$ cat config.mk
export PLATFORM = sky130hd
export DESIGN_NAME = quad_input_filter
export DESIGN_NICKNAME = d
export VERILOG_FILES = /design/src/rtl/quad_input_filter.sv
export SDC_FILE = /design/constraint.sdc
export NUM_CORES = 1
export LEC_CHECK = 0
export ABC_AREA = 1
export CAP_MARGIN = 20
export CORE_UTILIZATION = 37
export CTS_CLUSTER_DIAMETER = 200
export DETAILED_ROUTE_END_ITERATION = 8
export PLACE_DENSITY = 0.69
export SLEW_MARGIN = 20
export SYNTH_ARGS = -nofsm -noshare
export SYNTH_HDL_FRONTEND = slang
export SYNTH_SLANG_ARGS = --single-unit
$ cat constraint.sdc
create_clock -name aclk -period 1.2 [get_ports aclk]
set_input_delay 0.24 -clock aclk [delete_from_list [all_inputs] [get_ports aclk]]
set_output_delay 0.24 -clock aclk [all_outputs]
set_load 0.1 [all_outputs]
$ cat src/rtl/quad_input_filter.sv
// ---------------------------------------------------------------------------
// quad_input_filter
//
// Front-end conditioner for raw quadrature encoder pins. Each pin is
// synchronised into the aclk domain and passed through a glitch filter. The
// filtered pair is then decoded into a one-cycle step pulse, a direction bit
// and an illegal-transition pulse. The filtered levels drive
// encoder_axi.enc_a / enc_b downstream.
//
// Optional feature (compile-time macro QIF_ERR_COUNT_EN):
//   defined   : err_count counts err_pulse events and saturates at all-ones.
//               clr_err clears it, and a clear wins over a simultaneous error.
//   undefined : no counter logic. err_count is tied to 0 and clr_err is
//               ignored. err_pulse is still generated.
//   The port list is identical in both builds.
//
// Parameters
//   SYNC_STAGES : synchroniser depth per pin (>= 2)
//   FILT_LEN    : consecutive disagreeing samples needed to flip a filtered
//                 output (>= 1)
//   ERR_CNT_W   : width of the illegal-transition counter
//
// Ports
//   aclk      in   system clock
//   aresetn   in   asynchronous active-low reset
//   enable    in   1 = step / err_pulse / counting active
//   clr_err   in   synchronous clear of err_count
//   enc_a_raw in   raw channel A pin (asynchronous)
//   enc_b_raw in   raw channel B pin (asynchronous)
//   enc_a_f   out  filtered A
//   enc_b_f   out  filtered B
//   step      out  one-cycle pulse per legal filtered transition
//   dir       out  1 = forward (00->01->11->10->00), 0 = backward
//   err_pulse out  one-cycle pulse when both filtered bits change together
//   err_count out  saturating count of err_pulse events
//
// Latency: a raw level first captured at edge E0 and held reaches enc_*_f at
// edge E0+SYNC_STAGES+FILT_LEN-1. The matching step/err_pulse appears one edge
// later, because the decoder compares the filtered pair against its registered
// copy.
// ---------------------------------------------------------------------------
module quad_input_filter #(
    parameter int SYNC_STAGES = 2,
    parameter int FILT_LEN    = 4,
    parameter int ERR_CNT_W   = 16
) (
    input  logic                 aclk,
    input  logic                 aresetn,
    input  logic                 enable,
    input  logic                 clr_err,
    input  logic                 enc_a_raw,
    input  logic                 enc_b_raw,
    output logic                 enc_a_f,
    output logic                 enc_b_f,
    output logic                 step,
    output logic                 dir,
    output logic                 err_pulse,
    output logic [ERR_CNT_W-1:0] err_count
);

    // The counter must hold values 0..FILT_LEN-1. It keeps at least one bit,
    // so FILT_LEN == 1 still elaborates; in that case the filter flips on the
    // first disagreeing sample.
    localparam int CNT_W = (FILT_LEN > 1) ? $clog2(FILT_LEN) : 1;
    localparam logic [CNT_W-1:0] CNT_LAST = CNT_W'(FILT_LEN - 1);

    // ------------------------------------------------------------------
    // Synchronisers. Bit 0 captures the raw pin, and the MSB is the
    // synchronised level.
    // ------------------------------------------------------------------
    logic [SYNC_STAGES-1:0] sync_a;
    logic [SYNC_STAGES-1:0] sync_b;
    logic                   s_a;
    logic                   s_b;

    always_ff @(posedge aclk or negedge aresetn) begin
        if (!aresetn) begin
            sync_a <= '0;
            sync_b <= '0;
        end else begin
            sync_a <= {sync_a[SYNC_STAGES-2:0], enc_a_raw};
            sync_b <= {sync_b[SYNC_STAGES-2:0], enc_b_raw};
        end
    end

    assign s_a = sync_a[SYNC_STAGES-1];
    assign s_b = sync_b[SYNC_STAGES-1];

    // ------------------------------------------------------------------
    // Glitch filters. The counter tracks how many consecutive samples
    // disagree with the current filtered level. Any agreeing sample
    // restarts the count, so a pulse shorter than FILT_LEN samples never
    // reaches the output. These filters run regardless of enable, so the
    // filtered levels always follow the pins.
    // ------------------------------------------------------------------
    logic [CNT_W-1:0] cnt_a;
    logic [CNT_W-1:0] cnt_b;

    always_ff @(posedge aclk or negedge aresetn) begin
        if (!aresetn) begin
            enc_a_f <= 1'b0;
            cnt_a   <= '0;
        end else if (s_a == enc_a_f) begin
            cnt_a <= '0;
        end else if (cnt_a == CNT_LAST) begin
            enc_a_f <= s_a;
            cnt_a   <= '0;
        end else begin
            cnt_a <= cnt_a + 1'b1;
        end
    end

    always_ff @(posedge aclk or negedge aresetn) begin
        if (!aresetn) begin
            enc_b_f <= 1'b0;
            cnt_b   <= '0;
        end else if (s_b == enc_b_f) begin
            cnt_b <= '0;
        end else if (cnt_b == CNT_LAST) begin
            enc_b_f <= s_b;
            cnt_b   <= '0;
        end else begin
            cnt_b <= cnt_b + 1'b1;
        end
    end

    // ------------------------------------------------------------------
    // Decoder. prev follows the filtered pair on every edge, even while
    // disabled. Because of that, re-enabling with static pins cannot
    // produce a stale step.
    // ------------------------------------------------------------------
    logic [1:0] cur;
    logic [1:0] prev;
    logic [1:0] diff;
    logic       one_bit;
    logic       both_bits;
    logic       is_fwd;
    logic       step_d;
    logic       err_d;
    logic       dir_d;

    // Forward successor of a Gray state in the 00->01->11->10->00 cycle.
    function automatic logic [1:0] fwd_next(input logic [1:0] q);
        logic [1:0] n;
        case (q)
            2'b00:   n = 2'b01;
            2'b01:   n = 2'b11;
            2'b11:   n = 2'b10;
            default: n = 2'b00;
        endcase
        return n;
    endfunction

    assign cur = {enc_a_f, enc_b_f};

    always_comb begin
        diff      = cur ^ prev;
        one_bit   = (diff == 2'b01) || (diff == 2'b10);
        both_bits = (diff == 2'b11);
        is_fwd    = (cur == fwd_next(prev));
        step_d    = enable && one_bit;
        err_d     = enable && both_bits;
        dir_d     = dir;
        // Direction only updates on a legal, enabled step.
        if (step_d) begin
            dir_d = is_fwd;
        end
    end

    always_ff @(posedge aclk or negedge aresetn) begin
        if (!aresetn) begin
            prev      <= 2'b00;
            step      <= 1'b0;
            err_pulse <= 1'b0;
            dir       <= 1'b0;
        end else begin
            prev      <= cur;
            step      <= step_d;
            err_pulse <= err_d;
            dir       <= dir_d;
        end
    end

    // ------------------------------------------------------------------
    // Error counter. The counter increments on the same edge that raises
    // err_pulse, so err_count already includes an event while its pulse is
    // visible. A clear on that edge takes priority.
    // ------------------------------------------------------------------
`ifdef QIF_ERR_COUNT_EN
    always_ff @(posedge aclk or negedge aresetn) begin
        if (!aresetn) begin
            err_count <= '0;
        end else if (clr_err) begin
            err_count <= '0;
        end else if (err_d && (err_count != {ERR_CNT_W{1'b1}})) begin
            err_count <= err_count + 1'b1;
        end
    end
`else
    // clr_err has no effect in this build.
    logic unused_clr_err;
    assign unused_clr_err = clr_err;
    assign err_count      = '0;
`endif

endmodule

==> parameters.txt, run 1 <==
Parameter                              Value

Outcome
  Result of the run ... complete, but fails checks
  Failing checks ... negative setup slack

Routing
  Wire length on met2 ... around 450 um
  DRC ... 0
  Number of detailed-routing iterations run before antenna repair ... 3
  Max Used Layer ... met3
  Antenna-violating nets left ... 0
  Amount of wire on met3 after detailed routing ... approximately 52 um
  First-iteration detailed-routing DRC count ... 5
  Total detailed-routing wirelength ... between 800 and 900 um
  Detailed-route wire length per cell ... just over 8 um
  Avg Vias per Cell ... ~3.7
  Vias after detailed routing ... 406
  Routed length on met1 ... roughly 380 um

CTS
  H-tree depth ... 1
  Clock slew at reported path FFs ... about 0.09 ns
  Cts bufs inserted ... 3
  Clock root buffer ... sky130_fd_sc_hd__clkbuf_4
  Source-to-sink clock delay at the later pin of the worst-skew pair ... around 0.27 ns
  Buffer depth of the longest clock path ... 2
  CTS hold repair buffers ... 0
  Clock Sinks ... 15
  TritonCTS clock tree ... done

Global routing
  Vias in the first global route ... 357
  Aggregate global-route resource usage ... 9.95%
  First-pass GRT wire length ... 1410 um
  Number of antenna violations at the first check in global routing ... 0
  Largest net degree at the start of global routing ... 16
  Aggregate global routing overflow ... 0

Cells and area
  Count of non-filler cells in the finished layout ... approximately 110
  Layout Area Growth over Synthesis ... 31.9%
  Proportion of layout cells with a drive suffix above 1 ... between 20% and 30%
  Diodes inserted ... 0
  Final nets ... 94
  Fill count ... approximately 170

Setup path
  Endpoint arrival time on the critical path ... ~1.5 ns
  Largest fanout of any net on the critical path ... 3
  Critical Setup Path Class ... reg -> reg
  Worst setup EP type ... flip-flop
  Data required, critical path ... 1.42 ns
  Startpoint class of the critical path ... flip-flop

Logic synthesis
  Post-synth top area share ... between 50% and 60%
  Cell type with the largest total area after synthesis ... sky130_fd_sc_hd__dfrtp_1
  Synth Cell Area ... between 600 and 700 sq um
  Gate Count Post-Synth ... between 60 and 70
  Yosys Warn Count ... 0
  Ranking of synthesized cells by area ... sky130_fd_sc_hd__dfrtp_1 (56%), sky130_fd_sc_hd__buf_4 (18%), sky130_fd_sc_hd__ha_1 (5.6%), sky130_fd_sc_hd__nand2_1 (5.0%), sky130_fd_sc_hd__inv_1 (3.3%)
  Sequential share of the synthesized area ... roughly 56%
  Avg Synthesized Cell Area ... approximately 11 sq um
  Number of distinct standard cells referenced by the synthesized netlist ... 15
  Seq cells post-synth ... 15

Floorplan
  Die ar. ... between 2000 and 2500 sq um
  Starting Density ... slightly below 40%
  Horizontal die dimension ... between 40 and 50 um
  Placeable Area ... around 1700 sq um
  Site row count ... 15
  Die height ... approximately 45 um
  # IOs ... 27

STA
  Setup TNS ... -0.321 ns
  Share of the cycle needed by the critical path after routing ... 108%
  Final Hold Violating Endpoints ... 0
  Min Clock Period, post-route ... 1.29 ns
  Final worst setup slack ... -0.0921 ns
  Final Setup Violations ... 4
  Max Transition Viols Final ... 0
  Highest attainable clock frequency ... 774 MHz
  Maximum clock skew at final layout ... between 0.004 and 0.005 ns
  Setup repair after global routing missed its margin ... yes

Flow run
  Count of maximum capacitance violations ... 0

Placement
  Post-DP HPWL ... roughly 680 um
  Final estimated routing congestion in global placement ... approximately 0.7
  Input/output buffers ... 9
  Instance count after placement with tap cells included ... about 100
  Setup WS pre-CTS ... -0.103 ns

Hold path
  Worst min-delay path class ... in -> async
==> logic make-up after synthesis <==
logic type / share of synthesized area (%)
fa+ha+maj: 5.56
xor+xnor: 5.19
flops: 55.6
compound gates: 2.22
simple gates: 9.26
other cells: 0.555
buf+inv: 21.7
==> per-stage QoR <==
stage                     util (%)  hold WS, ns  instance area (sq um)
final                         51.6        0.270                    891
after global routing          51.6        0.286                    891
after CTS                     51.2        0.272                    883
after detailed placement      48.0        0.336                    828
after global placement        48.0        0.332                    828
after floorplan                  -      -0.0556                    739
==> placed cells by master (no fill, tap or decap) <==
master	synthesis	layout
sky130_fd_sc_hd__inv_2	1	2
sky130_fd_sc_hd__nand2_1	9	8
sky130_fd_sc_hd__inv_1	6	5
sky130_fd_sc_hd__or2_0	1	1
sky130_fd_sc_hd__clkdlybuf4s50_1	0	4
sky130_fd_sc_hd__nor3_1	2	2
sky130_fd_sc_hd__nand3_1	1	1
sky130_fd_sc_hd__xor2_1	2	2
sky130_fd_sc_hd__a21oi_2	0	1
sky130_fd_sc_hd__nor2_1	2	2
sky130_fd_sc_hd__nand2_2	0	1
sky130_fd_sc_hd__o21ai_0	2	2
sky130_fd_sc_hd__buf_12	0	5
sky130_fd_sc_hd__buf_4	16	6
sky130_fd_sc_hd__dfrtp_4	0	2
sky130_fd_sc_hd__dfrtp_1	15	13
sky130_fd_sc_hd__clkbuf_1	0	1
sky130_fd_sc_hd__conb_1	1	16
sky130_fd_sc_hd__buf_6	0	2
sky130_fd_sc_hd__clkbuf_4	0	3
sky130_fd_sc_hd__xnor2_1	2	2
sky130_fd_sc_hd__ha_1	3	3
==> sequential cells by signal, indices dropped and copies added (netlist names) <==
name,cells
enc_a_f,1
step,1
enc_b_f,1
sync_b,2
cnt_b,2
sync_a,2
cnt_a,2
dir,1
prev,2
err_pulse,1
==> worst max-delay path, cell delays in order (launching register included) <==
cell and delay, ns:
sky130_fd_sc_hd__dfrtp_4 0.49, sky130_fd_sc_hd__xor2_1 0.16, sky130_fd_sc_hd__ha_1 0.30, sky130_fd_sc_hd__nand2_2 0.07, sky130_fd_sc_hd__a21oi_2 0.10, sky130_fd_sc_hd__nand3_1 0.07
sky130_fd_sc_hd__nand2_1 0.05
==> synthesized netlist by cell type, drive strengths merged <==
library cell / count
nand2: 9
dfrtp: 15
o21ai: 2
xor2: 2
nor3: 2
buf: 16
a21oi: 1
inv: 7
or2: 1
conb: 1
ha: 3
xnor2: 2
nor2: 2
nand3: 1
==> timing repair <==
item / in CTS / in global routing
resized for setup: 4 / 1
buffers inserted: 2 / 1
endpoints found under the hold margin: 0 / 0
endpoints found under the setup margin: 3 / 4
pin swaps: 1 / 1
==> final timing paths <==
| path | start | end | slack (ns) | depth (start not counted) |
|---|---|---|---|---|
| worst max-delay path | enc_b_f$_DFFE_PN0P_ | dir$_DFFE_PN0P_ | -0.09 | 6 |
| worst min-delay path | aresetn | cnt_a[0]$_DFF_PN0_ | 0.27 | 2 |
| worst max register to register | enc_b_f$_DFFE_PN0P_ | dir$_DFFE_PN0P_ | -0.09 | 6 |
| worst min register to register | sync_b[0]$_DFF_PN0_ | sync_b[1]$_DFF_PN0_ | 0.35 | 0 |
| max in group asynchronous | aresetn | enc_b_f$_DFFE_PN0P_ | 0.74 | 2 |
| min in group aclk | sync_b[0]$_DFF_PN0_ | sync_b[1]$_DFF_PN0_ | 0.35 | 0 |
==> layer usage <==
metal  vias up  GRT usage, %
li1        201             -
met1       190          11.9
met2        15          16.2
met3         0          4.00
met4         0          3.64
met5         -             0
==> area by class of cell <==
class | count | area, sq um | share of cell area (%)
flip-flops and latches | 15 | 383 | 43.0
multi-input cells | 41 | 216 | 24.3
repair buffers | 17 | 208 | 23.3
well taps | 25 | 31.3 | 3.51
clock buffers | 4 | 26.3 | 2.95
inverters | 7 | 26.3 | 2.95
Power of run 1 is not shown: default switching activity piles up to over one toggle a cycle in this logic, so the estimate is an artifact.
==> run 2: changes to the inputs <==
--- a/config.mk
+++ b/config.mk
@@ -6,6 +6,7 @@
 export NUM_CORES = 1
 export LEC_CHECK = 0
 export ABC_AREA = 1
+export ABC_CLOCK_PERIOD_IN_PS = 1200
 export CAP_MARGIN = 20
 export CORE_UTILIZATION = 37
 export CTS_CLUSTER_DIAMETER = 200
==> results of run 2 <==
No change in the layout: final DEF, timing and power equal those of run 1.
Power of run 2 is left out for the same reason.
==> run 3: changes to the inputs <==
--- a/config.mk
+++ b/config.mk
@@ -8,10 +8,11 @@
 export ABC_AREA = 1
 export ABC_CLOCK_PERIOD_IN_PS = 1200
 export CAP_MARGIN = 20
-export CORE_UTILIZATION = 37
+export CORE_UTILIZATION = 50
 export CTS_CLUSTER_DIAMETER = 200
 export DETAILED_ROUTE_END_ITERATION = 8
-export PLACE_DENSITY = 0.69
+export DONT_BUFFER_PORTS = 1
+export PLACE_DENSITY = 0.64
 export SLEW_MARGIN = 20
 export SYNTH_ARGS = -nofsm -noshare
 export SYNTH_HDL_FRONTEND = slang
==> parameters.txt, run 3 (synthesis gave the netlist of run 1 again) <==
Parameter                              Value

Hold path
  Worst min-delay path class ... in -> reg
  Hold Crit Start ... enable
  Min-Delay Path Depth ... 2

Global routing
  Aggregate global-route resource usage ... 13.3% (+3.4 points)
  GR met1 Demand/Resource ... 14.1% (+2.2 points)
  Vias in the first global route ... 314 (-12%)
  Number of antenna violations at the first check in global routing ... 0 (unchanged)
  Largest net degree at the start of global routing ... 16 (unchanged)
  Aggregate global routing overflow ... 0 (unchanged)
  Grt peak-use layer ... met2
  M3 GR Usage ... 5.78% (+1.8 points)
  Met2 track demand over resource in global routing ... 20.4% (+4.2 points)
  First-pass GRT wire length ... 1230 um (-13%)

Setup path
  Source of the worst register-to-register timing path ... enc_a_f$_DFFE_PN0P_
  Worst setup path startpoint ... enc_a_f$_DFFE_PN0P_
  Largest fanout of any net on the critical path ... 4 (+1)
  Startpoint class of the critical path ... flip-flop
  Endpoint arrival time on the critical path ... 1.45 ns (-0.06 ns)
  R2r setup slk ... -0.08 ns (about the same)
  Data required, critical path ... 1.37 ns (-0.05 ns)
  Critical Setup Path Class ... reg -> reg
  Cell count of the worst reg-to-reg path ... 5 (-1)
  Worst setup EP type ... flip-flop

Routing
  Number of detailed-routing iterations run before antenna repair ... 1 (-2)
  Vias after detailed routing ... 375 (-7.6%)
  First-iteration detailed-routing DRC count ... 0 (-5)
  Detailed-route wire length per cell ... 8.78 um (+9.1%)
  Avg Vias per Cell ... 4.17 (+12%)
  Total detailed-routing wirelength ... 790 um (-9.9%)
  DRC ... 0 (unchanged)
  Antenna-violating nets left ... 0 (unchanged)

STA
  Final Setup Violations ... 3 (-1)
  Highest attainable clock frequency ... 783 MHz (+1.1%)
  Min Clock Period, post-route ... 1.28 ns (-0.0142 ns)
  Maximum clock skew at final layout ... 0.000802 ns (-0.00384 ns)
  Final worst setup slack ... -0.0780 ns (+0.0142 ns)
  Final Hold Violating Endpoints ... 0 (unchanged)
  Share of the cycle needed by the critical path after routing ... 106% (-1.2 points)
  Max Transition Viols Final ... 0 (unchanged)
  Relative max-transition margin ... slightly below 60%
  Measured slew at the worst slew-check pin ... around 0.63 ns
  Setup repair after global routing missed its margin ... yes

Placement
  Input/output buffers ... 0 (-9)
  Setup WS pre-CTS ... -0.0729 ns (+0.0302 ns)
  Instance count after placement with tap cells included ... 83 (-19%)
  Post-DP HPWL ... 562 um (-17%)
  Final estimated routing congestion in global placement ... 0.689 (-4.1%)

CTS
  H-tree depth ... 1 (unchanged)
  Clock Sinks ... 15 (unchanged)
  Cts bufs inserted ... 3 (unchanged)
  TritonCTS clock tree ... done
  Clock slew at reported path FFs ... 0.08 ns (about the same)
  Clock root buffer ... sky130_fd_sc_hd__clkbuf_4
  Source-to-sink clock delay at the later pin of the worst-skew pair ... 0.27 ns (about the same)
  Buffer depth of the longest clock path ... 2 (unchanged)

Cells and area
  Final nets ... 86 (-8.5%)
  Count of non-filler cells in the finished layout ... 90 (-17%)
  Commonest non-fill, non-tap cell in the layout ... sky130_fd_sc_hd__conb_1
  Fill count ... 95 (-45%)
  Commonest non-fill, non-tap cells in the layout ... sky130_fd_sc_hd__conb_1 (16), sky130_fd_sc_hd__dfrtp_1 (13), sky130_fd_sc_hd__nand2_1 (8)
  Proportion of layout cells with a drive suffix above 1 ... 19.7% (-6.5 points)
  Layout Area Growth over Synthesis ... 16.9%
  Diodes inserted ... 0 (unchanged)

Outcome
  Result of the run ... complete, but fails checks
  Failing checks ... negative setup slack

Floorplan
  Site row count ... 12 (-3)
  Starting Density ... 57.0% (+18 points)
  Placeable Area ... 1190 sq um (-31%)
  Die ar. ... 1500 sq um (-25%)
  Horizontal die dimension ... 38.8 um (-13%)
  Die height ... 38.8 um (-13%)
  # IOs ... 27 (unchanged)

Flow run
  Count of maximum capacitance violations ... 0 (unchanged)
-- run 3: changes by cell type in the layout (fill, tap and decap cells not counted) --
cell                              delta
sky130_fd_sc_hd__xnor2_1             -1
sky130_fd_sc_hd__clkdlybuf4s50_1     -4
sky130_fd_sc_hd__buf_6               -2
sky130_fd_sc_hd__buf_4               -3
sky130_fd_sc_hd__dlygate4sd3_1       +3
sky130_fd_sc_hd__xnor2_2             +1
sky130_fd_sc_hd__inv_2               -1
sky130_fd_sc_hd__inv_1               +1
sky130_fd_sc_hd__buf_12              -2
-- run 3: final timing paths --
| path | to |
|---|---|
| max in group asynchronous | enc_a_f$_DFFE_PN0P_ |
| worst min register to register | sync_a[1]$_DFF_PN0_ |
| worst max register to register | dir$_DFFE_PN0P_ |
| worst min-delay path | err_pulse$_DFF_PN0_ |
| min in group asynchronous | err_pulse$_DFF_PN0_ |
| worst max-delay path | dir$_DFFE_PN0P_ |
-- run 3: timing repair --
action	4_1_cts	5_1_grt
endpoints found under the setup margin	3	5
gates resized for setup	2	1
setup buffers	0	0
hold buffers	3	0
pin swaps	0	1
hold endpoints to repair	17	0
-- run 3: worst max-delay path, stage by stage (launching register included) --
cell and delay (ns):
sky130_fd_sc_hd__dfrtp_4 0.41, sky130_fd_sc_hd__buf_4 0.32, sky130_fd_sc_hd__inv_2 0.09, sky130_fd_sc_hd__or2_0 0.21, sky130_fd_sc_hd__nand3_1 0.09, sky130_fd_sc_hd__nand2_1 0.06
-- run 3: metal layers --
layer  vias to the layer above  routed length [um]
met5                         -                   0
met4                         0                  11
met3                         2                  65
met2                        21                 376
met1                       167                 337
li1                        185                   -
-- run 3: stage by stage --
step	TNS (ns)	hold slack (ns)	instance area, sq um	utilization, %
3_5_place_dp	-0.0729	-0.0552	719	60.7
5_1_grt	-0.326	0.0588	790	66.6
2_1_floorplan	-0.390	-0.0556	739	-
4_1_cts	-0.187	0.0495	782	65.9
6_report	-0.168	0.0717	790	66.6
3_3_place_gp	-0.0749	-0.0553	719	60.7
-- run 3: final cells by class --
cell class	count	area, sq um	share of cell area [%]
Timing Repair Buffer	9	113	14.3
Sequential cell	15	383	48.5
Inverter	7	26.3	3.33
Tap cell	14	17.5	2.22
Multi-Input combinational cell	41	224	28.4
Clock buffer	4	26.3	3.33
Power of run 3 is left out for the same reason.
